**config.mk**
```make
export PLATFORM = sky130hd
export DESIGN_NAME = fetch_unit_flat
export DESIGN_NICKNAME = d
export VERILOG_FILES = /design/src/rtl/fetch_unit_pkg.sv /design/src/rtl/fetch_unit_if.sv /design/src/rtl/fetch_queue.sv /design/src/rtl/fetch_unit.sv /design/src/flat_wrapper.sv
export SDC_FILE = /design/constraint.sdc
export NUM_CORES = 1
export LEC_CHECK = 0
export ABC_AREA = 1
export CORE_ASPECT_RATIO = 0.6
export CORE_MARGIN = 5
export CORE_UTILIZATION = 60
export CTS_BUF_LIST = sky130_fd_sc_hd__clkbuf_8
export CTS_CLUSTER_DIAMETER = 60
export CTS_CLUSTER_SIZE = 12
export DETAILED_ROUTE_END_ITERATION = 10
export GPL_ROUTABILITY_DRIVEN = 0
export PLACE_DENSITY_LB_ADDON = 0.3
export RECOVER_POWER = 50
export SLEW_MARGIN = 20
export SYNTH_ARGS = -nofsm -noshare
export SYNTH_HDL_FRONTEND = slang
export SYNTH_SLANG_ARGS = --single-unit
```
**constraint.sdc**
```tcl
create_clock -name clk -period 3.28 [get_ports clk]
set_input_delay 0.328 -clock clk [delete_from_list [all_inputs] [get_ports clk]]
set_output_delay 0.328 -clock clk [all_outputs]
set_load 0.02 [all_outputs]
```
**src/rtl/fetch_unit_pkg.sv**
```systemverilog
// Shared CPU definitions used by the fetch stage: the word width, the default reset PC,
// the prefetch queue entry layout and the fetch FSM state encoding.
package fetch_unit_pkg;

  localparam int unsigned WordWidth = 16;

  typedef logic [WordWidth-1:0] word_t;

  localparam word_t DefaultResetPc = 16'h0000;

  // One prefetched instruction plus the address following it (link/branch base).
  typedef struct packed {
    word_t instr;
    word_t npc;
  } fq_entry_t;

  // StDrain means stale responses from before a redirect are still on their way back.
  typedef enum logic [0:0] {
    StRun,
    StDrain
  } fetch_state_e;

endpackage

```
**src/rtl/fetch_unit_if.sv**
```systemverilog
// Fetch-stage bus bundle: the instruction memory request/response channel and the
// decode-side instruction/redirect channel.
//   master : fetch unit side (drives imem_req/imem_addr and the instruction outputs)
//   slave  : environment side (memory and decode)
interface fetch_unit_if;
  import fetch_unit_pkg::*;

  // Instruction memory channel
  logic  imem_req;
  word_t imem_addr;
  logic  imem_gnt;
  logic  imem_rvalid;
  word_t imem_rdata;

  // Decode channel
  logic  redirect;
  word_t redirect_pc;
  logic  instr_valid;
  logic  instr_ready;
  word_t InstructOut;
  word_t NextPCOut;

  modport master (
    output imem_req, imem_addr, instr_valid, InstructOut, NextPCOut,
    input  imem_gnt, imem_rvalid, imem_rdata, redirect, redirect_pc, instr_ready
  );

  modport slave (
    input  imem_req, imem_addr, instr_valid, InstructOut, NextPCOut,
    output imem_gnt, imem_rvalid, imem_rdata, redirect, redirect_pc, instr_ready
  );

endinterface

```
**src/rtl/fetch_queue.sv**
```systemverilog
// Small synchronous in-order FIFO with push, pop and flush.
//   clk_i/rst_ni          : clock, asynchronous active-low reset
//   push_i/push_data_i    : write one entry (a push on a full queue is accepted only
//                           together with a pop)
//   pop_i                 : drop the head entry (ignored when empty)
//   flush_i               : empty the queue; overrides push and pop in the same cycle
//   head_o                : current head entry (undefined when empty)
//   count_o/full_o/empty_o: occupancy
// Depth must be a power of two >= 2 so the pointers wrap naturally.
module fetch_queue #(
  parameter int unsigned Depth = 4,
  parameter int unsigned Width = 32
) (
  input  logic                       clk_i,
  input  logic                       rst_ni,
  input  logic                       push_i,
  input  logic [Width-1:0]           push_data_i,
  input  logic                       pop_i,
  input  logic                       flush_i,
  output logic [Width-1:0]           head_o,
  output logic [$clog2(Depth+1)-1:0] count_o,
  output logic                       full_o,
  output logic                       empty_o
);

  localparam int unsigned PtrW = $clog2(Depth);
  localparam int unsigned CntW = $clog2(Depth + 1);
  localparam logic [CntW-1:0] DepthC = CntW'(Depth);

  logic [Width-1:0] mem_q [Depth];
  logic [PtrW-1:0]  wr_ptr_q, rd_ptr_q;
  logic [CntW-1:0]  count_q;
  logic             do_push, do_pop;

  always_comb begin
    do_pop  = pop_i && (count_q != '0);
    do_push = push_i && ((count_q != DepthC) || do_pop);
  end

  always_ff @(posedge clk_i or negedge rst_ni) begin
    if (!rst_ni) begin
      wr_ptr_q <= '0;
      rd_ptr_q <= '0;
      count_q  <= '0;
    end else if (flush_i) begin
      wr_ptr_q <= '0;
      rd_ptr_q <= '0;
      count_q  <= '0;
    end else begin
      if (do_push) wr_ptr_q <= wr_ptr_q + 1'b1;
      if (do_pop)  rd_ptr_q <= rd_ptr_q + 1'b1;
      unique case ({do_push, do_pop})
        2'b10:   count_q <= count_q + 1'b1;
        2'b01:   count_q <= count_q - 1'b1;
        default: count_q <= count_q;
      endcase
    end
  end

  // Storage needs no reset: nothing is read before it has been written.
  always_ff @(posedge clk_i) begin
    if (do_push && !flush_i) mem_q[wr_ptr_q] <= push_data_i;
  end

  assign head_o  = mem_q[rd_ptr_q];
  assign count_o = count_q;
  assign full_o  = (count_q == DepthC);
  assign empty_o = (count_q == '0);

endmodule

```
**src/rtl/fetch_unit.sv**
```systemverilog
// Instruction fetch stage of the 16-bit CPU.
// Owns the PC, issues word reads to instruction memory, buffers returned words in an
// in-order prefetch queue and hands {instruction, address+1} pairs to decode. A redirect
// from decode flushes the queue and discards every response still in flight.
//   clk  : system clock
//   rst  : asynchronous active-low reset
//   bus  : fetch_unit_if.master (imem request/response, decode instruction/redirect)
// Optional build macro FETCH_PERF_EN adds saturating 16-bit counters:
//   perf_fetched (instructions popped), perf_flushed (redirects),
//   perf_stall (cycles with instr_valid & !instr_ready).
module fetch_unit
  import fetch_unit_pkg::*;
#(
  parameter word_t       RESET_PC = DefaultResetPc,
  parameter int unsigned QDEPTH   = 4
) (
  input  logic             clk,
  input  logic             rst,
  fetch_unit_if.master     bus
`ifdef FETCH_PERF_EN
  ,
  output logic [15:0]      perf_fetched,
  output logic [15:0]      perf_flushed,
  output logic [15:0]      perf_stall
`endif
);

  localparam int unsigned CntW = $clog2(QDEPTH + 1);
  localparam logic [CntW:0] QDepthC = (CntW + 1)'(QDEPTH);

  word_t           pc_q, pc_d;
  logic [CntW-1:0] discard_q, discard_d;
  fetch_state_e    state_q, state_d;
  logic            issue_en_q;

  logic            grant, rsp_valid;
  logic            q_push, q_pop, q_empty, q_full;
  logic [CntW-1:0] q_count, out_count;
  logic [CntW:0]   inflight;
  fq_entry_t       q_push_data, q_head;
  word_t           rsp_addr;
  logic            addr_empty, addr_full;
  logic            unused_full;

  // Addresses of granted requests, in order; its occupancy is the outstanding count.
  fetch_queue #(
    .Depth (QDEPTH),
    .Width (WordWidth)
  ) u_addr_q (
    .clk_i       (clk),
    .rst_ni      (rst),
    .push_i      (grant),
    .push_data_i (pc_q),
    .pop_i       (bus.imem_rvalid),
    .flush_i     (1'b0),
    .head_o      (rsp_addr),
    .count_o     (out_count),
    .full_o      (addr_full),
    .empty_o     (addr_empty)
  );

  fetch_queue #(
    .Depth (QDEPTH),
    .Width ($bits(fq_entry_t))
  ) u_instr_q (
    .clk_i       (clk),
    .rst_ni      (rst),
    .push_i      (q_push),
    .push_data_i (q_push_data),
    .pop_i       (q_pop),
    .flush_i     (bus.redirect),
    .head_o      (q_head),
    .count_o     (q_count),
    .full_o      (q_full),
    .empty_o     (q_empty)
  );

  // The issue cap counts buffered plus in-flight words, so a response can never find
  // the queue full.
  always_comb begin
    inflight     = {1'b0, q_count} + {1'b0, out_count};
    bus.imem_req = issue_en_q && !bus.redirect && (inflight < QDepthC);
    bus.imem_addr = pc_q;
    grant        = bus.imem_req && bus.imem_gnt;
    rsp_valid    = bus.imem_rvalid && !addr_empty;
  end

  always_comb begin
    q_push_data       = '0;
    q_push_data.instr = bus.imem_rdata;
    q_push_data.npc   = rsp_addr + 16'd1;
    q_push            = rsp_valid && (state_q == StRun);
    q_pop             = !q_empty && bus.instr_ready && !bus.redirect;

    bus.instr_valid = !q_empty;
    bus.InstructOut = q_empty ? '0 : q_head.instr;
    bus.NextPCOut   = q_empty ? '0 : q_head.npc;
  end

  // Everything in flight after a redirect cycle belongs to the abandoned path.
  always_comb begin
    pc_d      = pc_q;
    discard_d = discard_q;
    if (bus.redirect) begin
      pc_d      = bus.redirect_pc;
      discard_d = out_count + CntW'(grant) - CntW'(rsp_valid);
    end else begin
      if (grant) pc_d = pc_q + 16'd1;
      if (rsp_valid && (state_q == StDrain)) discard_d = discard_q - 1'b1;
    end
    state_d = (discard_d != '0) ? StDrain : StRun;
  end

  always_ff @(posedge clk or negedge rst) begin
    if (!rst) begin
      pc_q       <= RESET_PC;
      discard_q  <= '0;
      state_q    <= StRun;
      issue_en_q <= 1'b0;
    end else begin
      pc_q       <= pc_d;
      discard_q  <= discard_d;
      state_q    <= state_d;
      issue_en_q <= 1'b1;
    end
  end

  assign unused_full = addr_full ^ q_full;

`ifdef FETCH_PERF_EN
  always_ff @(posedge clk or negedge rst) begin
    if (!rst) begin
      perf_fetched <= '0;
      perf_flushed <= '0;
      perf_stall   <= '0;
    end else begin
      if (q_pop && (perf_fetched != 16'hFFFF)) perf_fetched <= perf_fetched + 16'd1;
      if (bus.redirect && (perf_flushed != 16'hFFFF)) perf_flushed <= perf_flushed + 16'd1;
      if (!q_empty && !bus.instr_ready && (perf_stall != 16'hFFFF)) begin
        perf_stall <= perf_stall + 16'd1;
      end
    end
  end
`endif

endmodule

```
**src/flat_wrapper.sv**
```systemverilog
// flat-port wrapper written by rule: the top's interface ports become plain ports
module fetch_unit_flat import fetch_unit_pkg::*;
#(
  parameter word_t       RESET_PC = DefaultResetPc,
  parameter int unsigned QDEPTH   = 4
)
  (clk, rst, bus_imem_req, bus_imem_addr, bus_instr_valid, bus_InstructOut, bus_NextPCOut, bus_imem_gnt, bus_imem_rvalid, bus_imem_rdata, bus_redirect, bus_redirect_pc, bus_instr_ready);
  fetch_unit_if bus_i ();
  input  logic clk;
  input  logic rst;
  output wire logic [$bits(bus_i.imem_req)-1:0] bus_imem_req;
  output wire logic [$bits(bus_i.imem_addr)-1:0] bus_imem_addr;
  output wire logic [$bits(bus_i.instr_valid)-1:0] bus_instr_valid;
  output wire logic [$bits(bus_i.InstructOut)-1:0] bus_InstructOut;
  output wire logic [$bits(bus_i.NextPCOut)-1:0] bus_NextPCOut;
  input wire logic [$bits(bus_i.imem_gnt)-1:0] bus_imem_gnt;
  input wire logic [$bits(bus_i.imem_rvalid)-1:0] bus_imem_rvalid;
  input wire logic [$bits(bus_i.imem_rdata)-1:0] bus_imem_rdata;
  input wire logic [$bits(bus_i.redirect)-1:0] bus_redirect;
  input wire logic [$bits(bus_i.redirect_pc)-1:0] bus_redirect_pc;
  input wire logic [$bits(bus_i.instr_ready)-1:0] bus_instr_ready;
  assign bus_imem_req = bus_i.imem_req;
  assign bus_imem_addr = bus_i.imem_addr;
  assign bus_instr_valid = bus_i.instr_valid;
  assign bus_InstructOut = bus_i.InstructOut;
  assign bus_NextPCOut = bus_i.NextPCOut;
  assign bus_i.imem_gnt = bus_imem_gnt;
  assign bus_i.imem_rvalid = bus_imem_rvalid;
  assign bus_i.imem_rdata = bus_imem_rdata;
  assign bus_i.redirect = bus_redirect;
  assign bus_i.redirect_pc = bus_redirect_pc;
  assign bus_i.instr_ready = bus_instr_ready;
  fetch_unit #(.RESET_PC(RESET_PC), .QDEPTH(QDEPTH)) u_core (.clk(clk), .rst(rst), .bus(bus_i));
endmodule
```
==> results.txt, run 1 <==
- The flow ran to the end, but the final reports show violations.
* Failing checks: max-capacitance violations, max-slew violations
* Portion of the post-synthesis area used by sequential elements: 63.9%
* Initial Util: 60.9%
- Data arrives at the worst endpoint at ~2.7 ns.
- Number of cells in the design after placement: about 1300
* Final worst path period need: 3.00 ns
- Post-synthesis instance total: 1013
- Final-report setup violation count: 0
- Remaining global-route overflow: 0
* Net total in the final layout: 1160
- Top cells by area in the synthesized netlist: sky130_fd_sc_hd__edfxtp_1 (55%), sky130_fd_sc_hd__dfrtp_1 (8.4%), sky130_fd_sc_hd__nand2_1 (7.8%)
* Largest delay contributor family on the critical path: buffers and inverters
- WS Path Type: flop to output pin
* Count of input and output buffers: 87
- Critical Path Fanout Max: 20
- For this design, the slowest cell found on the critical path is sky130_fd_sc_hd__clkdlybuf4s50_1.
- Clock edge transition at the registers on the reported setup and hold paths: 0.09 ns
- The pre-antenna-repair detailed-routing pass consisted of 5 iterations.
* Fin area: 11800 µm²
- Fin Clk Skew: 0.00710 ns
- Share of flip-flops with an asynchronous set or reset after synthesis: 15.4%
* Setup bufs post-CTS: 0
- Post-Syn Area per Cell: 10.3 µm²
* Area delta synth->final: 13.9%
- The clock passes through at most 3 buffers.
- For this design the static power due to leakage is 4.59 nW.
- Final worst-path cycle share: just over 90%
- The initial antenna violation count came to 0.
* Compound-gate portion of the synthesized area: 6.82%
- In this run the remaining antenna-violating nets after routing total 0.
- Startpoint type of the worst setup path: flop
- Placement Cell Area: about 12000 µm²
* Die Footprint: 20100 µm²
- Buffer type at the clock tree root: sky130_fd_sc_hd__clkbuf_8
- H-tree depth: 1
- Number of global-route vias before repair: 7196
- The finished layout holds 1345 standard cells, fillers aside.
- After synthesis the netlist holds a flip-flop and latch count of 227.
- In the routed layout, each cell is associated on average with a via count of approximately 5.5.
- Starting DRC count in detailed routing: 836
- Setup repair after global routing missed its margin: false
* Post-Synthesis Net Count: about 1100
- The tool flagged a number of max-cap violations equal to 1.
- Count of flip-flops with a built-in enable after synthesis: 192
- Worst-case headroom to the max-slew limit: -31.6%
* Remaining DRCs: 0
- Clock Sink Count: 227
* Top Ports: 88
- The synthesized netlist devotes between 20 and 25% of its cell area to simple gates.
* Post-synthesis cell area: 10400 µm²
- From bottom edge to top edge, the die measures 112 µm.
- Yosys top cell by area: sky130_fd_sc_hd__edfxtp_1
- GRT Total Usage: between 20% and 30%
- Worst slew pin tran: about 2.0 ns
- Sort of element at the end of the critical path: output pin
- Share of the synthesized area in the top cell type: 55.5%
- Cells with a size suffix above 1 make up 6.57% of the layout.
* Count of distinct cell types in the synthesized netlist: 37
- Floorplan die width: 180 µm
* Power per unit of standard cell area: 787 nW/µm²
* Maximum number of pins on one net before global-route repair: 63
- Number of hold violations in the final report: 0
- Required time worst endpoint: between 2 and 3 ns
* Core footprint: 17100 µm²
- Detailed-route wire length: 23.1 mm
* Routed vias: 7447
* Chain of cells forming the critical path: clkinvlp_4 -> buf_4 -> nor2_1 -> o21ai_0 -> a21oi_1 -> clkdlybuf4s50_1
- Ranking of synthesized cells by instance count: sky130_fd_sc_hd__nand2_1 (216), sky130_fd_sc_hd__edfxtp_1 (192), sky130_fd_sc_hd__nor2_1 (176)
- After synthesis, the share of cell area in mux cells is 0%.
- Global-route wire length before repair: approximately 38 mm
* Largest family of logic cells by synthesized area: simple AND/OR/NAND/NOR gates
- Clock tree from TritonCTS: done
- Rows: 37
* Worst skew pair latency: 0.51 ns
- Pins over their slew limit: 36
* Wirelength per Cell: 17.1 µm
- IR analysis of the VDD net gives a maximum drop of 0.562 mV.
- Top flip-flop cell by instance count after synthesis: sky130_fd_sc_hd__edfxtp_1
- Total number of yosys warnings: 0
* Delay of the slowest cell on the worst path: 0.66 ns
* Critical path buffer and inverter count: 3
- Classification of the worst-slack hold path: input pin to flop
- Leading cell type by number of instances after synthesis: sky130_fd_sc_hd__nand2_1
- The repair_antennas step left the layout with diodes totalling 0.
- Maximum achievable frequency: 334 MHz
* Post-route core utilization: about 69%
- Hpwl dp: 15.3 mm
* Fin Setup TNS: 0 ns
- In this run, CTS created clock tree buffers numbering 22.
- Of the total synthesized cell area, the portion taken by XOR and XNOR cells is approximately 1.5%.
- After Yosys synthesis, full adders, half adders and majority gates account for 2.38% of the synthesized area.
==> registers in the layout, indices dropped and copies added (netlist names) <==
register,cells
u_core.u_instr_q.mem_q,128
u_core.u_addr_q.mem_q,64
u_core.bus.imem_addr,16
u_core.discard_q,3
u_core.u_addr_q.count_o,3
u_core.u_instr_q.count_o,3
u_core.u_addr_q.rd_ptr_q,2
u_core.u_addr_q.wr_ptr_q,2
u_core.u_instr_q.rd_ptr_q,2
u_core.u_instr_q.wr_ptr_q,2
u_core.issue_en_q,1
u_core.state_q,1
==> through the flow <==
stage                     setup WS [ns]  power [mW]  hold WS (ns)
final                             0.283        9.32         0.394
after global routing              0.121        9.97         0.360
after CTS                         0.126        9.43         0.359
after detailed placement          0.562        7.94         0.463
after global placement            0.649        7.84         0.465
after floorplan                   0.279        6.51        0.0324
==> what timing repair did <==
item                                    CTS  global route
resized for setup                         0             1
hold buffers                              1             0
endpoints found under the setup margin    0             2
hold endpoints to repair                 35             0
==> cells in the final DEF (no fill, tap or decap), types with 2 or more instances in the layout <==
| cell type | instances |
|---|---|
| sky130_fd_sc_hd__a21oi_1 | 42 |
| sky130_fd_sc_hd__buf_12 | 3 |
| sky130_fd_sc_hd__buf_4 | 14 |
| sky130_fd_sc_hd__clkbuf_1 | 3 |
| sky130_fd_sc_hd__clkbuf_8 | 23 |
| sky130_fd_sc_hd__clkdlybuf4s50_1 | 54 |
| sky130_fd_sc_hd__dfrtp_1 | 34 |
| sky130_fd_sc_hd__dlygate4sd3_1 | 33 |
| sky130_fd_sc_hd__edfxtp_1 | 192 |
| sky130_fd_sc_hd__fa_1 | 3 |
| sky130_fd_sc_hd__ha_1 | 15 |
| sky130_fd_sc_hd__inv_1 | 67 |
| sky130_fd_sc_hd__inv_2 | 2 |
| sky130_fd_sc_hd__nand2_1 | 218 |
| sky130_fd_sc_hd__nand2_2 | 10 |
| sky130_fd_sc_hd__nand3_1 | 81 |
| sky130_fd_sc_hd__nand3_2 | 2 |
| sky130_fd_sc_hd__nand3b_1 | 2 |
| sky130_fd_sc_hd__nand4_1 | 5 |
| sky130_fd_sc_hd__nor2_1 | 175 |
| sky130_fd_sc_hd__nor2_2 | 6 |
| sky130_fd_sc_hd__nor2_4 | 5 |
| sky130_fd_sc_hd__nor3_1 | 2 |
| sky130_fd_sc_hd__o211ai_1 | 9 |
| sky130_fd_sc_hd__o21ai_0 | 80 |
| sky130_fd_sc_hd__o21bai_1 | 2 |
| sky130_fd_sc_hd__or2_2 | 3 |
| sky130_fd_sc_hd__xnor2_1 | 5 |
| sky130_fd_sc_hd__xor2_1 | 13 |
==> logic make-up (layout without fill, tap and decap cells) <==
kind of cell / Yosys count / after routing
compound gates: 135 / 135
flops: 227 / 227
buf+inv: 105 / 203
simple gates: 509 / 509
fa+ha+maj: 18 / 18
xor+xnor: 18 / 18
other cells: 1 / 1
==> final timing paths <==
path / from / to / slack (ns) / cells after the start
worst min register to register: u_core.u_instr_q.wr_ptr_q[0] / u_core.u_instr_q.wr_ptr_q[0] / 0.57 / 1
min in group asynchronous: rst / u_core.discard_q[0] / 0.90 / 2
worst min-delay path: bus_redirect_pc[0] / u_core.bus.imem_addr[0] / 0.39 / 3
worst max register to register: u_core.u_instr_q.count_o[2] / u_core.state_q / 0.35 / 13
max in group asynchronous: rst / u_core.u_instr_q.rd_ptr_q[0] / 1.10 / 2
worst max-delay path: u_core.u_instr_q.rd_ptr_q[1] / bus_NextPCOut[4] / 0.28 / 6
==> cell type report <==
class                   instances  area, µm²
flip-flops and latches        227       6640
multi-input cells             681       3250
inverters                      64        254
fillers                      1235       5240
clock inverters                 8       30.0
well taps                     234        293
clock buffers                  23        317
repair buffers                108       1050
==> routing by layer <==
metal	GRT usage [%]	up-vias	share of wire [%]
met2	35.3	296	44
li1	-	3594	-
met4	4.77	0	1.5
met3	4.18	37	8.3
met5	0	-	0
met1	34.7	3520	46
==> tightest hold or removal path: cells and delay by family <==
| family | cells | cell delay (ns) |
|---|---|---|
| compound gates | 1 | 0.08 |
| simple gates | 1 | 0.06 |
| buf+inv | 1 | 0.40 |
==> where the power goes <==
part	total [mW]	switching, mW	leakage [nW]	internal [mW]
clock	1.50	0.868	0.208	0.637
combinational	3.98	2.60	2.23	1.38
sequential	3.84	0.255	2.15	3.58
Note: power is estimated with default switching activity, not from simulation.
==> inputs of run 2 (changes only) <==
Settings changed: PLACE_DENSITY set to 0.84, PLACE_DENSITY_LB_ADDON 0.3 to unset.
==> run 2 against run 1 <==
Net effect: the flow still finishes with violations (max-capacitance violations, max-slew violations); worst hold slack worse by 0.023 ns; critical path depth down 1; final cell count about the same.
==> results.txt, run 2 (synthesized netlist as in run 1, its figures left out) <==
- The max-slew violation count is 36 (unchanged).
* Classification of the worst-slack hold path: input pin to flop
- Launch instance of the worst min-delay path: bus_redirect_pc[13]
- Core footprint: 17100 µm² (unchanged)
* Number of hold-repair buffers added at the cts stage: 0 (-1)
- Setup repair after global routing left no endpoint under its margin.
- Proportion of layout cells with a drive suffix above 1: 6.56% (about the same)
* Leakage Power: 4.59 nW (about the same)
* Number of global-route vias before repair: 7490 (+4.1%)
- The post-detailed-route wirelength per cell is 17.2 µm (+0.25%).
* Part of the power in registers: 41.4% (+0.2 points)
* Worst hold slack: 0.370 ns (-0.0235 ns)
* Maximum achievable frequency: 323 MHz (-3.1%)
- Leading cell types in the layout, fill and taps excluded: sky130_fd_sc_hd__nand2_1 (219), sky130_fd_sc_hd__edfxtp_1 (192), sky130_fd_sc_hd__nor2_1 (173)
- Chip height: 112 µm (unchanged)
- The I/O pin total is 88 (unchanged).
* Critical Path Fanout Max: 38 (+90%)
- Remaining DRCs: 0 (unchanged)
- The critical path required time was 2.95 ns (about the same).
- Post-Place Worst Slack: 0.518 ns (-0.0440 ns)
- The number of DRC markers after the initial detailed-route iteration is 991 (+19%).
* Fin area: 11800 µm² (about the same)
* Register with the highest flop count: u_core.u_instr_q.mem_q
- In this run the critical register-to-register path is launched from u_core.u_addr_q.count_o[2].
* GRT Total Usage: 23.1% (+0.14 points)
- Clock Sink Count: 227 (unchanged)
- Detailed-route wire length: 23.1 mm (+0.33%)
- The remaining max-slew budget at the tightest pin was -29.2% (+2.4 points).
- The number of diodes added for antenna fixing is 0 (unchanged).
* Sort of element at the end of the critical path: output pin
- Buffer type at the clock tree root: sky130_fd_sc_hd__clkbuf_8
- Count of maximum capacitance violations: 1 (unchanged)
- The final reports fail on max-capacitance violations, max-slew violations.
* Power share of the combinational group: 42.2% (-0.5 points)
- The number of nets still failing antenna checks after routing was 0 (unchanged).
- Area used by multi-input combinational logic: 3260 µm² (+0.23%)
- Routed vias: 7581 (+1.8%)
- Final worst path period need: 3.09 ns (+0.0963 ns)
- Startpoint type of the worst setup path: flop
- The switching power summed over all nets is 3.78 mW (+1.5%).
- Most common library cell in the layout ignoring fill and taps: sky130_fd_sc_hd__nand2_1
* Worst skew pair latency: 0.52 ns (about the same)
- The area overhead of the layout relative to synthesis was 13.8% (about the same).
- The setup path with the least slack is of type flop to output pin.
* Final-report setup violation count: 0 (unchanged)
- Peak VDD IR: 0.641 mV (+14%)
- Rows: 37 (unchanged)
- Worst Setup SP: u_core.u_instr_q.rd_ptr_q[0]
* Sequential cell area in the final layout: 6640 µm² (unchanged)
- Number of cells in the design after placement: 1314 (+0.076%)
- Fin Clk Skew: 0.0136 ns (+0.00648 ns)
- DR vias/cell: 5.63 (+1.7%)
* Antenna violations before repair: 0 (unchanged)
* Setup bufs post-CTS: 0 (unchanged)
* Data arrival time of the critical path: 2.77 ns (+0.10 ns)
- Drt pass-1 iters: 5 (unchanged)
- The standard cell area after detailed placement is 11500 µm² (about the same).
- The count of endpoints failing hold in the final timing report came to 0 (unchanged).
- The least setup slack across all paths after layout is 0.187 ns (-0.0963 ns).
* Maximum number of pins on one net before global-route repair: 39 (-38%)
* Hpwl dp: 15.2 mm (-0.53%)
- The number of buffers created by CTS was 22 (unchanged).
* Number of filler instances in the final layout: 1208 (-2.2%)
- Result of the run: complete, but fails checks
- Final worst-path cycle share: 94.3% (+2.9 points)
* Relative contribution of the clock network to total power: 16.4% (+0.3 points)
* Worst-case clock buffer depth: 3 (unchanged)
- Count of instances resized after the clock tree is built: 0 (unchanged)
- Global-route wire length before repair: 37.8 mm (+0.77%)
* Die Footprint: 20100 µm² (unchanged)
- Power per unit of standard cell area: 792 nW/µm² (+0.57%)
- Internal: 5.59 mW (-0.21%)
* Worst slew pin tran: 1.94 ns (-0.0364 ns)
- The number of H-tree levels is 1 (unchanged).
* Switch share: 40.3% (+0.41 points)
- The sum of overflow across all layers after global routing was 0 (unchanged).
- TritonCTS built the clock tree.
* Count of input and output buffers: 87 (unchanged)
- Initial Util: 60.9% (unchanged)
- The number of nets in the final layout came to 1160 (unchanged).
- The die extent in x came to 180 µm (unchanged).
- Fin Setup TNS: 0 ns (unchanged)
* Largest register FFs: 128 (unchanged)
* Final instance count without filler cells: 1346 (+0.074%)
- The register clock-pin slew on the reported worst setup and hold paths was 0.09 ns (about the same).
[run 2: worst max-delay path, stage by stage, from the launching register on]
cell and delay [ns]:
sky130_fd_sc_hd__dfrtp_2 0.55, sky130_fd_sc_hd__inv_2 0.41, sky130_fd_sc_hd__buf_12 0.25, sky130_fd_sc_hd__o21ai_0 0.10
sky130_fd_sc_hd__a21oi_1 0.27, sky130_fd_sc_hd__clkdlybuf4s50_1 0.66
[run 2: through the flow]
step	utilization, %	total power [mW]
floorplan	-	6.51
global route	69.2	9.96
finish	69.2	9.37
global placement	67.5	7.76
detailed placement	67.5	7.89
CTS	69.6	9.42
[run 2: path summary, 6_finish.rpt]
check,slack [ns],cells past startpoint,end
setup / recovery,0.19,5,bus_NextPCOut[4]
hold / removal,0.37,3,u_core.bus.imem_addr[13]
setup reg to reg,0.27,13,u_core.state_q
hold reg to reg,0.58,1,u_core.u_instr_q.wr_ptr_q[0]
max in group asynchronous,1.12,2,u_core.u_instr_q.rd_ptr_q[0]
min in group asynchronous,0.89,2,u_core.discard_q[0]
[run 2: power by group through the flow]
stage	registers [mW]	logic (mW)	clock network, mW
finish	3.88	3.96	1.53
global route	3.91	4.37	1.68
CTS	3.87	3.99	1.56
detailed placement	3.93	3.96	0
global placement	3.92	3.84	0
floorplan	3.84	2.68	0
[run 2: cell type report]
type                    count  share of cell area, %
inverters                  64                   2.12
repair buffers            108                   8.74
clock inverters             9                  0.286
well taps                 234                   2.48
multi-input cells         681                   27.5
clock buffers              23                   2.68
flip-flops and latches    227                   56.2
[run 2: metal layers]
layer	track usage, %	up-vias	part of all wire (%)
met3	3.79	45	9.5
li1	-	3596	-
met5	0	-	0
met2	36.4	342	45
met1	34.5	3598	44
met4	4.77	0	1.9
==> RTL edit: new RTL, settings of run 1 <==
`QDEPTH` is set to 4 in 2 places; all go to 8.
--- a/src/rtl/fetch_unit.sv
+++ b/src/rtl/fetch_unit.sv
@@ -14,3 +14,3 @@
   parameter word_t       RESET_PC = DefaultResetPc,
-  parameter int unsigned QDEPTH   = 4
+  parameter int unsigned QDEPTH   = 8
 ) (
--- a/src/flat_wrapper.sv
+++ b/src/flat_wrapper.sv
@@ -4,3 +4,3 @@
   parameter word_t       RESET_PC = DefaultResetPc,
-  parameter int unsigned QDEPTH   = 4
+  parameter int unsigned QDEPTH   = 8
 )
Check against the original RTL: not equivalent (a bounded check fails within 10 cycles, from zero or initial values and one cycle with rst low).
==> RTL edit against run 1 <==
- worst setup slack worse by 0.18 ns
- routed wire length is 83% higher
- synthesized area is 77% higher
- critical path type unchanged
- sequential cell count is 199 higher
- register-to-register slack worse by 0.07 ns
- final area is 74% higher
- sequential power is 86% higher
- non-clock buffer count is 21 higher
- clock power is 100% higher
- total power is 78% higher
- core utilization is 0.93 points lower
==> RTL edit: results (changes against run 1) <==
status finished, final reports clean; share of synthesized area occupied by flip-flops and latches 68.2% (+4.3 points); detailed-route wire length on metal 1 18.8 mm (+76%); proportion of power drawn by flip-flops and latches 43.2% (+2.0 points); vias in the first global route 12,300 (+70%); Met2 Wirelength 18.3 mm (+81%); routed wire length 42.1 mm (+83%); Net Count, Synth 1,746 (+63%); area fraction in compound gates after synthesis 7.73% (+0.91 points); Async SR Flop Fraction 9.86% (-5.6 points); CTS H-Tree Depth 2 (+1); EDFF count, synth 384 (+100%); Met3 Wirelength 4.46 mm (+130%); power drawn by the combinational cells 0.00639 W (+61%); P_leak 8.00 nW (+74%); largest cells by area after synthesis sky130_fd_sc_hd__edfxtp_1 63%, sky130_fd_sc_hd__nand2_1 6.8%, sky130_fd_sc_hd__dfrtp_1 5.7%, sky130_fd_sc_hd__nor2_1 5.0%, sky130_fd_sc_hd__o21ai_0 4.7%; worst skew pair latency 0.59 ns (+0.08 ns); GR met3 Demand/Resource 6.00% (+1.8 points); worst setup path startpoint u_core.u_instr_q.rd_ptr_q[0]; crit path max fanout 62 (+210%); largest net degree at the start of global routing 69 (+9.5%); share of the synthesized netlist area taken by xor and xnor gates 1.33% (-0.19 points); capturing instance or port of the critical path bus_NextPCOut[9]; worst setup slack before clock tree synthesis 0.456 ns (-0.106 ns); capture instance of the worst register-to-register path u_core.u_addr_q.mem_q[6][6]; clock buffers created by TritonCTS 41 (+86%); power spent charging and discharging nets 0.00639 W (+72%); number of DRC violations after detailed-routing iteration 0 1,525 (+82%); wire length of the first global-routing pass 66.6 mm (+78%); detailed-routing iteration count for the pre-antenna-repair pass 7 (+2); Arrival @ worst endpoint 2.85 ns (+0.18 ns); class of the tightest hold or removal check in -> async; startpoint of the worst register-to-register path u_core.u_addr_q.count_o[1]; Clock Skews 0.0236 ns (+0.0165 ns)
[RTL edit: through the flow]
| step | utilization, % | std cells | cell area (sq um) | total power, W |
|---|---|---|---|---|
| detailed placement | 66.1 | 2138 | 19900 | 0.0136 |
| finish | 68.4 | 2199 | 20600 | 0.0166 |
| global placement | 66.1 | 2138 | 19900 | 0.0134 |
| CTS | 68.5 | 2199 | 20700 | 0.0166 |
| floorplan | - | 1685 | 18500 | 0.0113 |
| global route | 68.4 | 2199 | 20600 | 0.0175 |
[RTL edit: kinds of logic after synthesis]
group	count (synthesis)
compound gates	262
xor+xnor	28
fa+ha+maj	23
buf+inv	223
flops	426
other cells	1
simple gates	722
[RTL edit: final cells by class]
cell class	count	area (sq um)	share of cell area [%]
multi-input combinational	1036	4980	24.1
clock inverter	16	90.1	0.437
inverter	140	532	2.58
clock buffer	44	606	2.94
timing repair buffer	129	1320	6.40
tap	408	510	2.48
sequential	426	12600	61.0
[RTL edit: repair_timing]
item	4_1_cts	5_1_grt
hold buffers	1	0
gates resized for setup	1	10
hold endpoints to repair	42	0
setup endpoints to repair	1	14
[RTL edit: how the worst min path moves through the flow]
| stage | startpoint | end | slack [ns] |
|---|---|---|---|
| finish | rst | u_core.issue_en_q | 0.28 |
| global route | bus_redirect_pc[11] | u_core.bus.imem_addr[11] | 0.30 |
| CTS | bus_redirect_pc[10] | u_core.bus.imem_addr[10] | 0.27 |
| detailed placement | u_core.u_addr_q.wr_ptr_q[0] | u_core.u_addr_q.wr_ptr_q[0] | 0.53 |
| global placement | u_core.u_addr_q.wr_ptr_q[0] | u_core.u_addr_q.wr_ptr_q[0] | 0.52 |
| floorplan | rst | u_core.bus.imem_addr[0] | 0.03 |
